**src/rtl/adder_arb_pkg.sv**
```systemverilog
// Shared types and defaults for the round-robin adder-sharing arbiter.
package adder_arb_pkg;

  localparam int DEF_NUM_REQ = 4;
  localparam int DEF_DATA_W  = 4;
  localparam int DEF_ID_W    = 2;
  localparam int SUM_W       = DEF_DATA_W + 1;

  typedef enum logic [1:0] {
    IDLE  = 2'd0,
    ISSUE = 2'd1,
    WAIT  = 2'd2,
    RESP  = 2'd3
  } arb_state_e;

  // (a + b) mod n for a, b already in [0, n)
  function automatic int wrap_add(input int a, input int b, input int n);
    int s;
    s = a + b;
    return (s >= n) ? s - n : s;
  endfunction

endpackage

```
**src/rtl/rr_pick.sv**
```systemverilog
// Combinational round-robin picker: first set request at or after ptr_i,
// wrapping modulo N. Produces a one-hot grant and the winner index.
module rr_pick
  import adder_arb_pkg::*;
#(
  parameter int N  = DEF_NUM_REQ,
  parameter int IW = DEF_ID_W
) (
  input  logic [N-1:0]  req_i,
  input  logic [IW-1:0] ptr_i,
  output logic [N-1:0]  grant_o,
  output logic [IW-1:0] idx_o,
  output logic          any_o
);

  logic [IW-1:0] j;

  // Scan from the pointer; the first hit wins and masks the rest
  always_comb begin
    grant_o = '0;
    idx_o   = '0;
    any_o   = 1'b0;
    j       = '0;
    for (int k = 0; k < N; k++) begin
      j = IW'(wrap_add(int'(ptr_i), k, N));
      if (!any_o && req_i[j]) begin
        any_o      = 1'b1;
        grant_o[j] = 1'b1;
        idx_o      = j;
      end
    end
  end

endmodule

```
**src/rtl/adder_share_arb.sv**
```systemverilog
// Round-robin sequencer sharing one registered adder among NUM_REQ
// requesters: IDLE grants and latches operands, ISSUE strobes the adder,
// WAIT captures the sum, RESP holds the tagged result until accepted.
// Optional: ADDER_ARB_GRANT_CNT_EN adds per-requester saturating grant
// counters readable through cnt_sel/cnt_out.
module adder_share_arb
  import adder_arb_pkg::*;
#(
  parameter int NUM_REQ = DEF_NUM_REQ,
  parameter int DATA_W  = DEF_DATA_W,
  parameter int ID_W    = DEF_ID_W
) (
  input  logic                      clk,
  input  logic                      reset,
  input  logic [NUM_REQ-1:0]        req_valid,
  input  logic [NUM_REQ*DATA_W-1:0] req_a,
  input  logic [NUM_REQ*DATA_W-1:0] req_b,
  output logic [NUM_REQ-1:0]        req_ready,
  output logic [DATA_W-1:0]         add_a,
  output logic [DATA_W-1:0]         add_b,
  output logic                      add_go,
  input  logic [DATA_W:0]           add_sum,
  output logic                      rsp_valid,
  output logic [ID_W-1:0]           rsp_id,
  output logic [DATA_W:0]           rsp_sum,
  input  logic                      rsp_ready
`ifdef ADDER_ARB_GRANT_CNT_EN
  ,
  input  logic [ID_W-1:0]           cnt_sel,
  output logic [7:0]                cnt_out
`endif
);

  arb_state_e state_q, state_d;
  logic [ID_W-1:0] rr_ptr_q, rr_ptr_d;
  logic [DATA_W-1:0] add_a_q, add_b_q;
  logic [ID_W-1:0] rsp_id_q;
  logic [DATA_W:0] rsp_sum_q;

  logic [NUM_REQ-1:0] grant_oh;
  logic [ID_W-1:0]    win_idx;
  logic               any_vld;
  logic               grant;

  logic [NUM_REQ-1:0][DATA_W-1:0] a_vec, b_vec;
  assign a_vec = req_a;
  assign b_vec = req_b;

  rr_pick #(.N(NUM_REQ), .IW(ID_W)) u_pick (
    .req_i   (req_valid),
    .ptr_i   (rr_ptr_q),
    .grant_o (grant_oh),
    .idx_o   (win_idx),
    .any_o   (any_vld)
  );

  // State and round-robin pointer
  always_ff @(posedge clk or posedge reset) begin
    if (reset) begin
      state_q  <= IDLE;
      rr_ptr_q <= '0;
    end else begin
      state_q  <= state_d;
      rr_ptr_q <= rr_ptr_d;
    end
  end

  // Next state, grant and strobes; grants only from IDLE
  always_comb begin
    state_d   = state_q;
    rr_ptr_d  = rr_ptr_q;
    req_ready = '0;
    add_go    = 1'b0;
    rsp_valid = 1'b0;
    grant     = 1'b0;
    case (state_q)
      IDLE: begin
        if (any_vld) begin
          grant    = 1'b1;
          // keep outputs quiet while reset is held
          if (!reset) req_ready = grant_oh;
          rr_ptr_d = (win_idx == ID_W'(NUM_REQ - 1)) ? '0 : win_idx + 1'b1;
          state_d  = ISSUE;
        end
      end
      ISSUE: begin
        add_go  = 1'b1;
        state_d = WAIT;
      end
      WAIT: state_d = RESP;
      RESP: begin
        rsp_valid = 1'b1;
        if (rsp_ready) state_d = IDLE;
      end
      default: state_d = IDLE;
    endcase
  end

  // Operand/id latch on grant, sum capture in WAIT; held otherwise
  always_ff @(posedge clk or posedge reset) begin
    if (reset) begin
      add_a_q   <= '0;
      add_b_q   <= '0;
      rsp_id_q  <= '0;
      rsp_sum_q <= '0;
    end else begin
      if (grant) begin
        add_a_q  <= a_vec[win_idx];
        add_b_q  <= b_vec[win_idx];
        rsp_id_q <= win_idx;
      end
      if (state_q == WAIT) rsp_sum_q <= add_sum;
    end
  end

  assign add_a   = add_a_q;
  assign add_b   = add_b_q;
  assign rsp_id  = rsp_id_q;
  assign rsp_sum = rsp_sum_q;

`ifdef ADDER_ARB_GRANT_CNT_EN
  logic [NUM_REQ-1:0][7:0] cnt_q;

  // Saturating per-requester grant counters
  always_ff @(posedge clk or posedge reset) begin
    if (reset) begin
      cnt_q <= '0;
    end else if (grant) begin
      for (int i = 0; i < NUM_REQ; i++)
        if (grant_oh[i] && cnt_q[i] != 8'hFF) cnt_q[i] <= cnt_q[i] + 8'd1;
    end
  end

  assign cnt_out = (int'(cnt_sel) < NUM_REQ) ? cnt_q[cnt_sel] : 8'h00;
`endif

endmodule
```
**config.mk**
```make
export PLATFORM = sky130hd
export DESIGN_NAME = adder_share_arb
export DESIGN_NICKNAME = d
export VERILOG_FILES = /design/src/rtl/adder_arb_pkg.sv /design/src/rtl/rr_pick.sv /design/src/rtl/adder_share_arb.sv
export SDC_FILE = /design/constraint.sdc
export NUM_CORES = 1
export LEC_CHECK = 0
export ABC_CLOCK_PERIOD_IN_PS = 8950
export CAP_MARGIN = 20
export CORE_UTILIZATION = 40
export CTS_BUF_LIST = sky130_fd_sc_hd__clkbuf_2
export CTS_CLUSTER_DIAMETER = 100
export CTS_CLUSTER_SIZE = 14
export DETAILED_ROUTE_END_ITERATION = 16
export GPL_TIMING_DRIVEN = 0
export HOLD_SLACK_MARGIN = 0.03
export PLACE_DENSITY = 0.75
export SLEW_MARGIN = 20
export SYNTH_ARGS = -nofsm -noshare
export SYNTH_HDL_FRONTEND = slang
export SYNTH_SLANG_ARGS = --single-unit
```
**constraint.sdc**
```tcl
create_clock -name clk -period 8.95 [get_ports clk]
set_input_delay 2.685 -clock clk [delete_from_list [all_inputs] [get_ports clk]]
set_output_delay 2.685 -clock clk [all_outputs]
set_load 0.005 [all_outputs]
```
==> results.sh, run 1 <==
export IMPL_synth_area_leaders="dfrtp_1 (29%), ha_1 (10%), a211oi_1 (6.9%)"
export IMPL_ctsHoldBuffers=0
export IMPL_wl_per_cell_um=13.5
export IMPL_slew_viol_final=0
export IMPL_synth_area_mm2=0.00163
export IMPL_relSlewSlack_pct=40.2
export IMPL_route_met2_wl_um=1840
export IMPL_crit_buf_inv=4
export IMPL_synthCells=174
export IMPL_wl_um=3880
export IMPL_drcViolationCount=0
export IMPL_cp_arrival_ns=5.13
export IMPL_cpMaxStageDelayCell="o41ai_2"
export IMPL_synth_top_flop_cell="dfrtp_1"
export IMPL_dr_wl_met3_um=257
export IMPL_antenna_found_initial=0
export IMPL_post_dp_cell_area_mm2=0.00231
export IMPL_report_power_total_uw=758
export IMPL_cts_root_buf="clkbuf_2"
export IMPL_grt_pass1_wl_um=6510
export IMPL_maxCapViolCount=0
export IMPL_io_pins=65
export IMPL_cts_setup_buffers=0
export IMPL_die_area_mm2=0.00433
export IMPL_crit_chain="clkdlybuf4s50_1 -> buf_2 -> o41ai_2 -> clkbuf_1 -> nor3_1 -> clkdlybuf4s50_1"
export IMPL_syn_mean_instance_area_um2=9.36
export IMPL_worst_slack_ns=1.13
export IMPL_drt_iter0_drc=129
export IMPL_vias=1540
export IMPL_startpoint_type="input pin"
export IMPL_hold_class="register to register"
export IMPL_clock_skew_ns=0.0172
export IMPL_clockBufferDepth=2
export IMPL_critPathKind="input pin to primary output"
export IMPL_grt_max_degree=20
export IMPL_place_port_buffers=62
export IMPL_syn_num_nets=231
export IMPL_max_stage_delay_ns=0.79
export IMPL_finalSetupTns_ns=0
export IMPL_async_flop_share_pct=100
export IMPL_rsz0062_at_grt="no"
export IMPL_critPathTopFamily="buffers and inverters"
export IMPL_leakagePower_nw=0.928
export IMPL_initial_core_util_pct=43.2
export IMPL_synth_cell_types=39
export IMPL_max_vdd_ir_drop_mv=0.154
export IMPL_layout_drive_gt1_share_pct=10.8
export IMPL_synth_warnings=0
export IMPL_synth_top_cell_by_area="dfrtp_1"
export IMPL_ctsHtreeMaxLevel=1
export IMPL_period_share_pct=87.3
export IMPL_fmax_mhz=128
export IMPL_grt_pass1_vias=1423
export IMPL_setup_viol=0
export IMPL_layout_min_cycle_time_ns=7.82
export IMPL_vias_per_cell=5.35
export IMPL_place_gp_congestion=0.802
export IMPL_critPathCaptureType="primary output"
export IMPL_die_w_um=65.8
export IMPL_num_nets_final=298
export IMPL_m1WireLength_um=1770
export IMPL_hpwl_um=3040
export IMPL_synth_top_area_share_pct=29.2
export IMPL_path_clk_slew_ns=0.16
export IMPL_hold_viol_final=0
export IMPL_areaGrowthSynthToFinish_pct=43.0
export IMPL_pre_cts_ws_ns=1.10
export IMPL_crit_top_cell="clkdlybuf4s50_1"
export IMPL_clkSinkCount=19
export IMPL_ant_nets=0
export IMPL_cts_tree="done"
export IMPL_crit_path_max_fanout=10
export IMPL_antennaDiodeCount=0
export IMPL_synth_seq_cells=19
export IMPL_hold_slack_ns=0.504
export IMPL_clock_latency_ns=0.31
export IMPL_seq_area_frac_synth_pct=29.2
export IMPL_routed_top_layer="met4"
export IMPL_die_y_um=65.8
export IMPL_synth_enable_flop_cells=0
export IMPL_power_per_cell_area_mw_per_mm2=326
export IMPL_coreArea_mm2=0.00377
export IMPL_final_area_mm2=0.00233
export IMPL_cts_resized=0
export IMPL_cts_buffers=3
export IMPL_firstDrtPassIters=4
export IMPL_grtUsageTotal_pct=19.0
export IMPL_cp_required_ns=6.27
export IMPL_num_rows=22
export IMPL_grt_overflow=0
export IMPL_worstMarginPinSlew_ns=0.887
export IMPL_outcome="completed"
[kinds of logic (layout without fill, tap and decap cells)]
kind of cell    after synthesis  count (layout)  share of synthesized area [%]
compound gates               65              65                           30.2
fa+ha+maj                    13              13                           9.99
buf+inv                      22              88                           6.84
mux                          13              13                           10.8
flops                        19              19                           29.2
simple gates                 42              42                           12.9
[routing by layer]
metal | track usage [%] | vias up
met1 | 25.6 | 697
met5 | 0 | -
li1 | - | 788
met3 | 4.14 | 2
met2 | 31.6 | 53
met4 | 2.17 | 0
[state kept, by name, indices dropped and copies added, names as in the netlist]
name,count
state_q,2
add_a,4
rr_ptr_q,2
rsp_id,2
rsp_sum,5
add_b,4
[cells in the final DEF (no fill, tap or decap), drive strengths merged, types with 6 or more instances in the layout]
cell and instances:
a211oi 15, a21boi 15, buf 8, clkbuf 10
clkdlybuf4s50 62, dfrtp 19, ha 13, inv 6
mux2 7, nand2 15, nor2 9, o21ai 7
o31ai 9
[report_power, final]
group	internal, mW	switching, mW
Clock	0.0101	0.0265
Combinational	0.276	0.278
Sequential	0.131	0.0360
Total	0.418	0.341
[through the flow]
stage / std cells / util [%]
CTS: 288 / 61.7
finish: 288 / 61.7
global placement: 284 / 61.2
detailed placement: 284 / 61.2
floorplan: 174 / -
global route: 288 / 61.7
[synth_stat cells (2+ instances only)]
cell type / instances
buf_6: 3
o32a_1: 2
o22ai_1: 2
a21oi_1: 2
nor2b_1: 4
clkbuf_1: 7
dfrtp_1: 19
buf_2: 5
o21ai_0: 6
nand3b_1: 3
nor3_1: 4
nand2_1: 15
mux2i_1: 3
ha_1: 13
nor2_1: 9
a221oi_1: 4
o31ai_1: 8
a211oi_1: 15
a21boi_0: 14
a22oi_1: 4
mux4_2: 3
mux2_2: 7
inv_1: 6
[layout make-up]
type	count	area [µm²]
Clock buffer	3	15.0
Sequential cell	19	475
Multi-Input combinational cell	133	1040
Tap cell	48	60.1
Clock inverter	1	5.00
Fill cell	321	1440
Inverter	7	26.3
Timing Repair Buffer	62	621
Buffer	15	85.1
[worst register-to-register path: stages, from the launching register on]
cell      delay [ns]
dfrtp_1         0.61
buf_2           0.28
inv_1           0.14
ha_1            0.30
clkbuf_1        0.33
o21ai_0         0.16
nand3b_1        0.11
nand2_1         0.06
o31ai_2         0.70
clkinv_1        0.50
ha_1            0.41
mux2_2          0.25
[final timing paths]
path                               from           end  slack (ns)  cells past startpoint
min reg2reg                   rsp_id[1]     rsp_id[1]        0.50                      2
max in group asynchronous         reset    state_q[1]        5.59                      2
max                        req_valid[3]  req_ready[1]        1.13                      6
min                           rsp_id[1]     rsp_id[1]        0.50                      2
min in group asynchronous         reset      add_a[0]        2.89                      2
max reg2reg                 rr_ptr_q[0]   rr_ptr_q[1]        5.02                     11
(Power assumes the default switching activity.)
==> run 2: changes to the inputs <==
- ABC_CLOCK_PERIOD_IN_PS: 8950 -> unset
- clock period: 8.95 -> 8.3 ns (I/O delays scaled with it)
==> results of run 2 <==
Same layout as run 1 (identical final DEF). Status: completed.
Main changes from that run: setup slack after placement 1.10 ns -> 0.843 ns; setup slack after layout 1.13 ns -> 0.874 ns; register-to-register setup slack 5.02 ns -> 4.37 ns; total power 0.758 mW -> 0.818 mW; worst IR drop on VDD 0.154 mV -> 0.166 mV
==> run 3: changes to the inputs <==
- CORE_UTILIZATION: 40 -> 45
- PLACE_DENSITY: 0.75 -> 0.83
==> results.sh, run 3 (same netlist as run 1, synthesis figures left out) <==
export IMPL_cts_setup_buffers=0
export IMPL_ctsHtreeMaxLevel=1
export IMPL_grt_overflow=0
export IMPL_num_rows=21
export IMPL_clkSinkCount=19
export IMPL_relSlewSlack_pct=39.8
export IMPL_cp_arrival_ns=5.02
export IMPL_vias=1558
export IMPL_outcome="completed"
export IMPL_hold_viol_final=0
export IMPL_routed_top_layer="met4"
export IMPL_hold_start="add_a[0]"
export IMPL_fin_cells=286
export IMPL_hpwl_um=3150
export IMPL_final_cell_mix="clkdlybuf4s50_1 (62), dfrtp_1 (19), nand2_1 (15), a211oi_1 (15), a21boi_0 (14)"
export IMPL_min_to="add_a[0]"
export IMPL_cts_tree="done"
export IMPL_finalSetupTns_ns=0
export IMPL_io_pins=65
export IMPL_critPathTopFamily="buffers and inverters"
export IMPL_worstRegToRegCells=11
export IMPL_wl_um=4080
export IMPL_antennaDiodeCount=0
export IMPL_die_w_um=62.1
export IMPL_grt_pass1_vias=1498
export IMPL_leakagePower_nw=0.924
export IMPL_final_area_mm2=0.00233
export IMPL_max_stage_delay_ns=0.79
export IMPL_period_share_pct=90.5
export IMPL_ant_nets=0
export IMPL_r2r_start="rr_ptr_q[0]"
export IMPL_setup_viol=0
export IMPL_die_y_um=62.1
export IMPL_path_clk_slew_ns=0.20
export IMPL_startpoint_type="input pin"
export IMPL_cts_resized=0
export IMPL_min_path_cells=2
export IMPL_place_port_buffers=62
export IMPL_cp_required_ns=5.81
export IMPL_maxCapViolCount=0
export IMPL_grtUsageTotal_pct=21.7
export IMPL_clock_skew_ns=0.00616
export IMPL_ctsHoldBuffers=0
export IMPL_wl_per_cell_um=14.2
export IMPL_areaGrowthSynthToFinish_pct=43.0
export IMPL_hold_class="register to register"
export IMPL_place_inst=282
export IMPL_clock_latency_ns=0.34
export IMPL_power_per_cell_area_mw_per_mm2=357
export IMPL_initial_core_util_pct=48.0
export IMPL_ff_latch_area_um2=475
export IMPL_antenna_found_initial=0
export IMPL_die_area_mm2=0.00386
export IMPL_crit_chain="clkdlybuf4s50_1 -> buf_2 -> o41ai_2 -> clkbuf_1 -> nor3_1 -> clkdlybuf4s50_1"
export IMPL_post_dp_cell_area_mm2=0.00231
export IMPL_cts_root_buf="clkbuf_2"
export IMPL_layout_drive_gt1_share_pct=10.8
export IMPL_m1WireLength_um=1780
export IMPL_max_vdd_ir_drop_mv=0.212
export IMPL_cpMaxStageDelayCell="o41ai_2"
export IMPL_crit_path_max_fanout=10
export IMPL_critPathCaptureType="primary output"
export IMPL_crit_buf_inv=4
export IMPL_place_gp_congestion=0.815
export IMPL_grt_pass1_wl_um=6780
export IMPL_largest_register_ffs=5
export IMPL_route_met2_wl_um=2000
export IMPL_final_common_cell="clkdlybuf4s50_1"
export IMPL_multiInputGateArea_mm2=0.00104
export IMPL_num_nets_final=298
export IMPL_slew_viol_final=0
export IMPL_utilization_pct=68.7
export IMPL_firstDrtPassIters=4
export IMPL_dr_wl_met3_um=263
export IMPL_rsz0062_at_grt="no"
export IMPL_layout_min_cycle_time_ns=7.51
export IMPL_crit_top_cell="clkdlybuf4s50_1"
export IMPL_cts_buffers=3
export IMPL_drcViolationCount=0
export IMPL_reg2reg_to="rr_ptr_q[1]"
export IMPL_coreArea_mm2=0.00339
export IMPL_fmax_mhz=133
export IMPL_clockBufferDepth=2
export IMPL_grt_max_degree=20
export IMPL_vias_per_cell=5.45
export IMPL_worstMarginPinSlew_ns=0.894
export IMPL_critPathKind="input pin to primary output"
export IMPL_drt_iter0_drc=87
export IMPL_filler_cell_count=272
export IMPL_r2r_setup_slack_ns=4.30
-- run 3: area by class of cell --
type | count | share of cell area (%)
Sequential cell | 19 | 20.4
Inverter | 7 | 1.13
Tap cell | 46 | 2.47
Buffer | 15 | 3.65
Timing Repair Buffer | 62 | 26.7
Multi-Input combinational cell | 133 | 44.7
Clock inverter | 1 | 0.322
Clock buffer | 3 | 0.645
-- run 3: worst max path at each step --
| stage | start | to | slack [ns] | depth (start not counted) |
|---|---|---|---|---|
| final | req_valid[3] | req_ready[0] | 0.79 | 6 |
| after global routing | req_valid[3] | req_ready[0] | 0.59 | 6 |
| after CTS | req_valid[3] | req_ready[0] | 0.77 | 6 |
| after detailed placement | req_valid[3] | req_ready[0] | 0.78 | 6 |
| after global placement | req_valid[3] | req_ready[0] | 0.86 | 6 |
| after floorplan | req_valid[2] | req_ready[0] | 1.94 | 7 |
-- run 3: routing by layer --
layer | vias to the layer above | track usage (%)
met5 | - | 0
met2 | 49 | 36.5
li1 | 784 | -
met1 | 721 | 28.1
met4 | 0 | 5.81
met3 | 4 | 4.78
-- run 3: worst min-delay path, stage by stage (launching register included) --
cell,delay [ns]
dfrtp_1,0.39
nand2_1,0.05
o31ai_1,0.05
-- run 3: per-stage QoR --
step / power [mW] / hold WS (ns) / setup WS [ns]
4_1_cts: 0.832 / 0.510 / 0.772
2_1_floorplan: 0.579 / 0.473 / 1.94
5_1_grt: 0.904 / 0.521 / 0.590
3_5_place_dp: 0.786 / 0.469 / 0.783
3_3_place_gp: 0.773 / 0.463 / 0.859
6_report: 0.831 / 0.507 / 0.790
-- run 3: power by group --
group / internal, mW / switching, mW / leakage (nW)
registers: 0.141 / 0.0389 / 0.228
clock network: 0.0112 / 0.0329 / 0.0126
logic: 0.298 / 0.308 / 0.684
